==> src/rtl/lelo_temp_ctrl.sv <==
// rtl/lelo_temp_ctrl.sv - ring-oscillator temperature sensor controller (optional averaging: LELO_TEMP_AVG_EN)
module lelo_temp_ctrl #(
    parameter int CNT_W      = 16,
    parameter int WIN_W      = 16,
    parameter int SETTLE_CYC = 32
) (
    input  logic             CK_1V8,
    input  logic             RST_1V8,
    input  logic             START,
    input  logic [WIN_W-1:0] WINDOW,
    input  logic             OSC_TEMP_1V8,
    output logic             PWRUP_1V8,
    output logic             BUSY,
    output logic             DONE,
    output logic [CNT_W-1:0] CNT,
    output logic             OVF
);

    typedef enum logic [1:0] {
        IDLE   = 2'd0,
        SETTLE = 2'd1,
        MEAS   = 2'd2,
        FIN    = 2'd3
    } state_t;

    // One timer serves both the settle phase and the window phase.
    localparam int SET_W         = (SETTLE_CYC > 1) ? $clog2(SETTLE_CYC) : 1;
    localparam int TMR_W         = (WIN_W > SET_W) ? WIN_W : SET_W;
    localparam int SETTLE_LAST_I = (SETTLE_CYC > 0) ? SETTLE_CYC - 1 : 0;
    localparam logic [TMR_W-1:0] SETTLE_LAST = TMR_W'(SETTLE_LAST_I);
    localparam logic [CNT_W-1:0] CNT_MAX     = '1;

    state_t             state_q, state_d;
    logic [TMR_W-1:0]   tmr_q, tmr_d;
    logic [WIN_W-1:0]   win_q, win_d;
    logic [CNT_W-1:0]   edge_cnt_q, edge_cnt_d;
    logic               sat_q, sat_d;
    logic               sync1_q, sync1_d;
    logic               sync2_q, sync2_d;
    logic               hist_q, hist_d;
    logic               pwrup_q, pwrup_d;
    logic               done_q, done_d;
    logic [CNT_W-1:0]   cnt_q, cnt_d;
    logic               ovf_q, ovf_d;
`ifdef LELO_TEMP_AVG_EN
    logic [1:0]         pass_q, pass_d;
    logic [CNT_W+1:0]   acc_q, acc_d;
    logic               sat_any_q, sat_any_d;
`endif

    logic               rise;
    logic [TMR_W-1:0]   win_last;
    logic [CNT_W-1:0]   edge_inc;
    logic               sat_inc;

    assign PWRUP_1V8 = pwrup_q;
    assign BUSY      = (state_q != IDLE);
    assign DONE      = done_q;
    assign CNT       = cnt_q;
    assign OVF       = ovf_q;

    // Next-state logic: synchronizer, edge counting, phase timers and result capture.
    always_comb begin
        state_d    = state_q;
        tmr_d      = tmr_q;
        win_d      = win_q;
        edge_cnt_d = edge_cnt_q;
        sat_d      = sat_q;
        pwrup_d    = pwrup_q;
        done_d     = 1'b0;
        cnt_d      = cnt_q;
        ovf_d      = ovf_q;
`ifdef LELO_TEMP_AVG_EN
        pass_d     = pass_q;
        acc_d      = acc_q;
        sat_any_d  = sat_any_q;
`endif
        // History always tracks the synchronized level, so on MEAS entry it
        // already holds the current value and no stale edge is counted.
        sync1_d    = OSC_TEMP_1V8;
        sync2_d    = sync1_q;
        hist_d     = sync2_q;
        rise       = sync2_q & ~hist_q;
        win_last   = TMR_W'(win_q - WIN_W'(1));

        // Count including this cycle's edge, stopping at full scale.
        edge_inc   = edge_cnt_q;
        sat_inc    = sat_q;
        if (state_q == MEAS && rise) begin
            if (edge_cnt_q == CNT_MAX) begin
                sat_inc = 1'b1;
            end else begin
                edge_inc = edge_cnt_q + CNT_W'(1);
            end
        end

        case (state_q)
            IDLE: begin
                if (START) begin
                    win_d      = (WINDOW == '0) ? WIN_W'(1) : WINDOW;
                    edge_cnt_d = '0;
                    sat_d      = 1'b0;
                    ovf_d      = 1'b0;
                    tmr_d      = '0;
                    pwrup_d    = 1'b1;
                    state_d    = SETTLE;
`ifdef LELO_TEMP_AVG_EN
                    pass_d     = 2'd0;
                    acc_d      = '0;
                    sat_any_d  = 1'b0;
`endif
                end
            end
            SETTLE: begin
                if (tmr_q == SETTLE_LAST) begin
                    tmr_d   = '0;
                    state_d = MEAS;
                end else begin
                    tmr_d = tmr_q + TMR_W'(1);
                end
            end
            MEAS: begin
                edge_cnt_d = edge_inc;
                sat_d      = sat_inc;
                if (tmr_q == win_last) begin
                    tmr_d = '0;
`ifdef LELO_TEMP_AVG_EN
                    acc_d      = acc_q + (CNT_W+2)'(edge_inc);
                    sat_any_d  = sat_any_q | sat_inc;
                    edge_cnt_d = '0;
                    sat_d      = 1'b0;
                    if (pass_q == 2'd3) begin
                        pwrup_d = 1'b0;
                        state_d = FIN;
                    end else begin
                        pass_d  = pass_q + 2'd1;
                        state_d = SETTLE;
                    end
`else
                    pwrup_d = 1'b0;
                    state_d = FIN;
`endif
                end else begin
                    tmr_d = tmr_q + TMR_W'(1);
                end
            end
            FIN: begin
                done_d  = 1'b1;
`ifdef LELO_TEMP_AVG_EN
                cnt_d   = acc_q[CNT_W+1:2];
                ovf_d   = sat_any_q;
`else
                cnt_d   = edge_cnt_q;
                ovf_d   = sat_q;
`endif
                state_d = IDLE;
            end
            default: state_d = IDLE;
        endcase
    end

    // State and output registers with synchronous reset that aborts any measurement.
    always_ff @(posedge CK_1V8) begin
        if (RST_1V8) begin
            state_q    <= IDLE;
            tmr_q      <= '0;
            win_q      <= '0;
            edge_cnt_q <= '0;
            sat_q      <= 1'b0;
            sync1_q    <= 1'b0;
            sync2_q    <= 1'b0;
            hist_q     <= 1'b0;
            pwrup_q    <= 1'b0;
            done_q     <= 1'b0;
            cnt_q      <= '0;
            ovf_q      <= 1'b0;
`ifdef LELO_TEMP_AVG_EN
            pass_q     <= 2'd0;
            acc_q      <= '0;
            sat_any_q  <= 1'b0;
`endif
        end else begin
            state_q    <= state_d;
            tmr_q      <= tmr_d;
            win_q      <= win_d;
            edge_cnt_q <= edge_cnt_d;
            sat_q      <= sat_d;
            sync1_q    <= sync1_d;
            sync2_q    <= sync2_d;
            hist_q     <= hist_d;
            pwrup_q    <= pwrup_d;
            done_q     <= done_d;
            cnt_q      <= cnt_d;
            ovf_q      <= ovf_d;
`ifdef LELO_TEMP_AVG_EN
            pass_q     <= pass_d;
            acc_q      <= acc_d;
            sat_any_q  <= sat_any_d;
`endif
        end
    end

endmodule

==> config.mk <==
export PLATFORM = sky130hd
export DESIGN_NAME = lelo_temp_ctrl
export DESIGN_NICKNAME = d
export VERILOG_FILES = /design/src/rtl/lelo_temp_ctrl.sv
export SDC_FILE = /design/constraint.sdc
export NUM_CORES = 1
export LEC_CHECK = 0
export CORE_MARGIN = 1
export CORE_UTILIZATION = 35
export CTS_BUF_LIST = sky130_fd_sc_hd__clkbuf_4
export CTS_CLUSTER_SIZE = 20
export DETAILED_ROUTE_END_ITERATION = 10
export DONT_BUFFER_PORTS = 1
export PLACE_DENSITY_LB_ADDON = 0.08
export SETUP_SLACK_MARGIN = 0.3
export SYNTH_ARGS = -nofsm -noshare
export SYNTH_HDL_FRONTEND = slang
export SYNTH_SLANG_ARGS = --single-unit
==> constraint.sdc <==
create_clock -name CK_1V8 -period 3.8 [get_ports CK_1V8]
set_clock_uncertainty 0.2 [all_clocks]
set_input_delay 0.19 -clock CK_1V8 [delete_from_list [all_inputs] [get_ports CK_1V8]]
set_output_delay 0.19 -clock CK_1V8 [all_outputs]
set_load 0.03 [all_outputs]
# Yosys cells after proc, flatten, opt, wreduce, memory -nomap -nowiden
# Index checks and enable logic that the tools add are counted.
# word_totals
out_inout_bits	20
regBits	73
input_bits	20
# classes
n_reduce_logical	14
addsub	3
muxes	21
n_eq_ne	12
bitwise_logic	2
# ops
op	count
16-bit two-way mux	6
16-bit one-hot mux with 3 select lines	1
16-bit by 1-bit adder with 16-bit output, second input constant	2
16-bit one-hot mux with 2 select lines	1
16-bit == test	1
16-bit == test, second input constant	1
16-bit by 5-bit == test with 1-bit output, second input constant	1
16-bit zero test	1
16-bit by 1-bit subtractor with 16-bit output, second input constant	1
2-bit one-hot mux with 4 select lines	1
4-bit AND reduction	2
1-bit two-way mux	6
2-bit two-way mux	3
2-bit by 1-bit inequality test with 1-bit output, second input constant	3
2-bit inequality test, second input constant	3
1-bit one-hot mux with 2 select lines	3
2-bit AND reduction	3
3-bit AND reduction	2
2-bit nonzero test	3
2-bit == test, second input constant	2
3-bit nonzero test	1
2-bit by 1-bit == test with 1-bit output, second input constant	1
2-bit zero test	1
1-bit AND	1
other kinds (2)	2

# Depth between registers and ports, before layout
# logic_depth
ltp_word	5
depth_mapped	11
mapped_depth_nobuf	9

# Worst setup path before layout
# No wires, ideal clock.
# synth_path
path_type	register to register
startpoint	reg win_q[0]
endpoint	reg tmr_q[11]
path_stages_with_launch	12
period_less_slack_ns	3.038
required_ns	3.480
setup_slack_ns	0.762
n_path_buf	2
setup_time_ns	0.120
arrival_ns	2.718
cell_sequence	dfxtp_1 -> inv_1 -> ha_1 -> or3b_1 -> clkbuf_1 -> or4_1 -> and2_1 -> nor4b_1 -> nand4_1 -> clkbuf_1 -> a31o_2 -> o31a_1
# synth_via
elab_chain_len	4
# synth_rtl
element	line	text
start, declared	35	logic [WIN_W-1:0] win_q, win_d;
start signal, assigned	185	win_q <= win_d;
16-bit by 1-bit subtractor with 16-bit output	84	win_last = TMR_W'(win_q - WIN_W'(1));
16-bit == test	125	if (tmr_q == win_last) begin
16-bit two-way mux	125	
16-bit one-hot mux with 3 select lines	97	case (state_q)
end signal, assigned	184	tmr_q <= tmr_d;
end, declared	34	logic [TMR_W-1:0] tmr_q, tmr_d;
# No other way between the ends.
# A chain may end at the register's enable or synchronous reset.

# Worst setup path after layout
# layout_path
startpoint	reg win_q[0]
endpoint	reg tmr_q[15]
# Same word-level chain as after synthesis.

==> results by group <==
Status
  – Status: finished, final reports clean

Synth
  – Cell variety after synth: 61
  – FF+latch count, synth: 73
  – Synth Instances: 454
  – Count of warnings emitted by yosys: 0
  – Post-Syn Area: 3840 sq um
  – Post-synthesis async set-or-reset flop share: 0
  – Syn_nets: 481
  – Top FF cell, synth: dfxtp_1
  – Syn_area_per_cell: 8.47 sq um
  – Post-synth EDFFs: 0
  – Register area share after synthesis: 0.380

Timing
  – Worst Tran Pin Value: 1.09 ns
  – RSZ-0062 raised after global routing: false
  – Final worst slack: 0.494 ns
  – Fin. max-slew vios: 0
  – Minimum clock period: 3.31 ns
  – Setup TNS: 0 ns
  – Hold_ws: 0.0480 ns
  – Max Clock Freq: 303 MHz
  – Final period util: 0.870
  – Slew HR: 0.276
  – Final hold vios: 0
  – Finish-stage setup viols: 0

Worst setup path
  – Setup Crit Path Kind: flip-flop to flip-flop
  – Critical path capture point type: flip-flop
  – Worst EP arrival: 3.47 ns
  – Critical Path Start Type: flip-flop
  – Req. time, crit path: 3.96 ns
  – Crit-path max FO: 7

Route
  – Wirelength per Cell: 16.1 um
  – 1st-pass router iterations: 5
  – Antenna Nets Post-Route: 0
  – Via Count: 3243
  – DRT Wirelength: 9.72 mm
  – Via density per instance: 5.36
  – Wl on met1: 4.45 mm
  – DRC Markers: 0
  – Initial DRC count: 154
  – Met3 WL: 380 um
  – Metal2 WL: 4.74 mm
  – Top layer in use: met4

Clocking
  – Total CTS buffers: 9
  – Sink count of the clock tree: 73
  – Root buffer cell: clkbuf_4
  – Post-CTS setup buffers: 0
  – CTS tree: built
  – Clk Latency, worst-skew pair: 0.45 ns
  – CTS max path bufs: 2
  – PostCTS Resize Cnt: 0
  – Clk slew on worst S/H paths: 0.14 ns
  – Max H-tree Level: 3

Cells and area
  – Ant diodes: 0
  – Share of cells above drive strength 1: 0.0789
  – Nets: 491
  – Design Area, Final: 4310 sq um
  – Area grow syn2layout: 12.0%

Place
  – Final GP Congestion: 0.822
  – Hpwl dp: 6.81 mm
  – Pre-CTS setup slack: 0.528 ns
  – DP Area: 3940 sq um
  – # port buffers: 0

Global route
  – Number of global-route vias before repair: 3062
  – Largest net degree at the start of global routing: 50
  – First-pass GRT wire length: 15.9 mm
  – Initial antenna violation count: 0
  – Total grt overflow: 0
  – Overall Global Routing Usage: 0.181

Floorplanning
  – Row Count: 37
  – DIE HEIGHT: 107 um
  – Core Area: 10500 sq um
  – Chip width: 107 um
  – Initial Util: 0.366
  – Die Area: 11400 sq um
  – I/O pins: 40

Pwr
  – VDD IR-drop max: 281 uV
  – Pwr per Cell Area: 514 nW/um^2
  – Leakage: 1.53 nW

Job
  – Max Cap Viol: 0

Hold path
  – Hold Path Class: primary input to flip-flop
metrics by stage:
| step | total power, W | util | std cells |
|---|---|---|---|
| global placement | 0.00169 | 0.375 | 568 |
| finish | 0.00221 | 0.410 | 605 |
| CTS | 0.00223 | 0.410 | 605 |
| global route | 0.00235 | 0.410 | 605 |
| floorplan | 0.00153 | - | 454 |
| detailed placement | 0.00169 | 0.375 | 568 |
Yosys cell counts (all sizes together) (2+ instances only):
master,instances,share of area
a2111oi,2,0.0046
a211o,4,0.0091
a211oi,10,0.021
a21o,5,0.0098
a21oi,24,0.031
a221oi,3,0.0068
a22o,4,0.0091
a311oi,2,0.0046
a31o,7,0.016
a31oi,6,0.0098
and2,4,0.0065
and3,9,0.015
and4,2,0.0046
buf,5,0.0094
clkbuf,22,0.021
dfxtp,73,0.38
ha,7,0.023
inv,19,0.019
mux2i,17,0.044
nand2,47,0.046
nand2b,4,0.0065
nand3,13,0.017
nand4,8,0.013
nor2,41,0.040
nor2b,9,0.015
nor3,9,0.012
nor3b,2,0.0039
nor4,11,0.018
nor4b,3,0.0085
o2111ai,3,0.0068
o21ai,8,0.011
o31a,4,0.0091
o31ai,3,0.0059
or3,5,0.0081
or3b,2,0.0046
or4,5,0.011
xnor2,16,0.036
xor2,20,0.046
flip-flops by register name (all words and copies together), names as in the netlist:
name / count
edge_cnt_q: 16
DONE: 1
tmr_q: 16
hist_q: 1
sat_q: 1
hist_d: 1
OVF: 1
sync1_q: 1
CNT: 16
state_q: 2
win_q: 16
PWRUP_1V8: 1
cells in the final DEF (no fill, tap or decap), types with 10 or more instances in the layout:
| cell | count |
|---|---|
| a21oi_1 | 24 |
| clkbuf_4 | 10 |
| dfxtp_1 | 73 |
| dlygate4sd3_1 | 20 |
| inv_1 | 19 |
| mux2i_1 | 17 |
| nand2_1 | 47 |
| nand3_1 | 13 |
| nor2_1 | 41 |
| nor4_1 | 11 |
| xnor2_1 | 16 |
| xor2_1 | 20 |
timing repair:
item / 4_1_cts / 5_1_grt
endpoints found under the hold margin: 54 / 0
setup endpoints to repair: 0 / 0
hold buffers: 21 / 0
critical path: stages, from the launching register on:
cell and delay, ns:
dfxtp_1 0.36, inv_1 0.09, ha_1 0.21, or3b_1 0.48, or4_1 0.52, a211oi_1 0.27
o2111ai_1 0.21, o21ai_2 0.37, buf_4 0.22, a211oi_1 0.08, a211o_1 0.22
per-layer routing:
layer	global-route usage	up-vias
met1	0.223	1538
met5	0	-
met4	0.0626	0
met3	0.0474	12
met2	0.305	43
li1	-	1650
area by class of cell:
| cell class | instances | area (sq um) |
|---|---|---|
| tap | 136 | 170 |
| inverter | 19 | 71.3 |
| timing repair buffer | 26 | 258 |
| fill | 1074 | 6200 |
| clock buffer | 10 | 75.1 |
| sequential | 73 | 1460 |
| clock inverter | 6 | 68.8 |
| multi-input combinational | 335 | 2200 |
path summary, 6_finish.rpt:
path	cells after the start	start	slack, ns	endpoint
worst max register to register	10	win_q[0]	0.49	tmr_q[15]
worst max-delay path	10	win_q[0]	0.49	tmr_q[15]
worst min-delay path	2	RST_1V8	0.05	edge_cnt_q[10]
worst min register to register	1	sync1_q	0.26	hist_d
power by group:
part	total, W	internal (W)	switching, W	leakage, nW
Clock	0.000507	0.000210	0.000297	0.0766
Sequential	0.000893	0.000815	0.0000781	0.592
Combinational	0.000814	0.000316	0.000498	0.862
Total	0.00221	0.00134	0.000874	1.53
logic make-up after synthesis:
group	count (synthesis)	synth area share
xor gates and xnor gates	37	0.0879
buffers and inverters	46	0.0495
DFF	73	0.380
adders and majority gates	7	0.0228
and+or+nand+nor	178	0.237
AOI/OAI and AO/OA	96	0.179
muxes	17	0.0443
(Power assumes the default switching activity.)
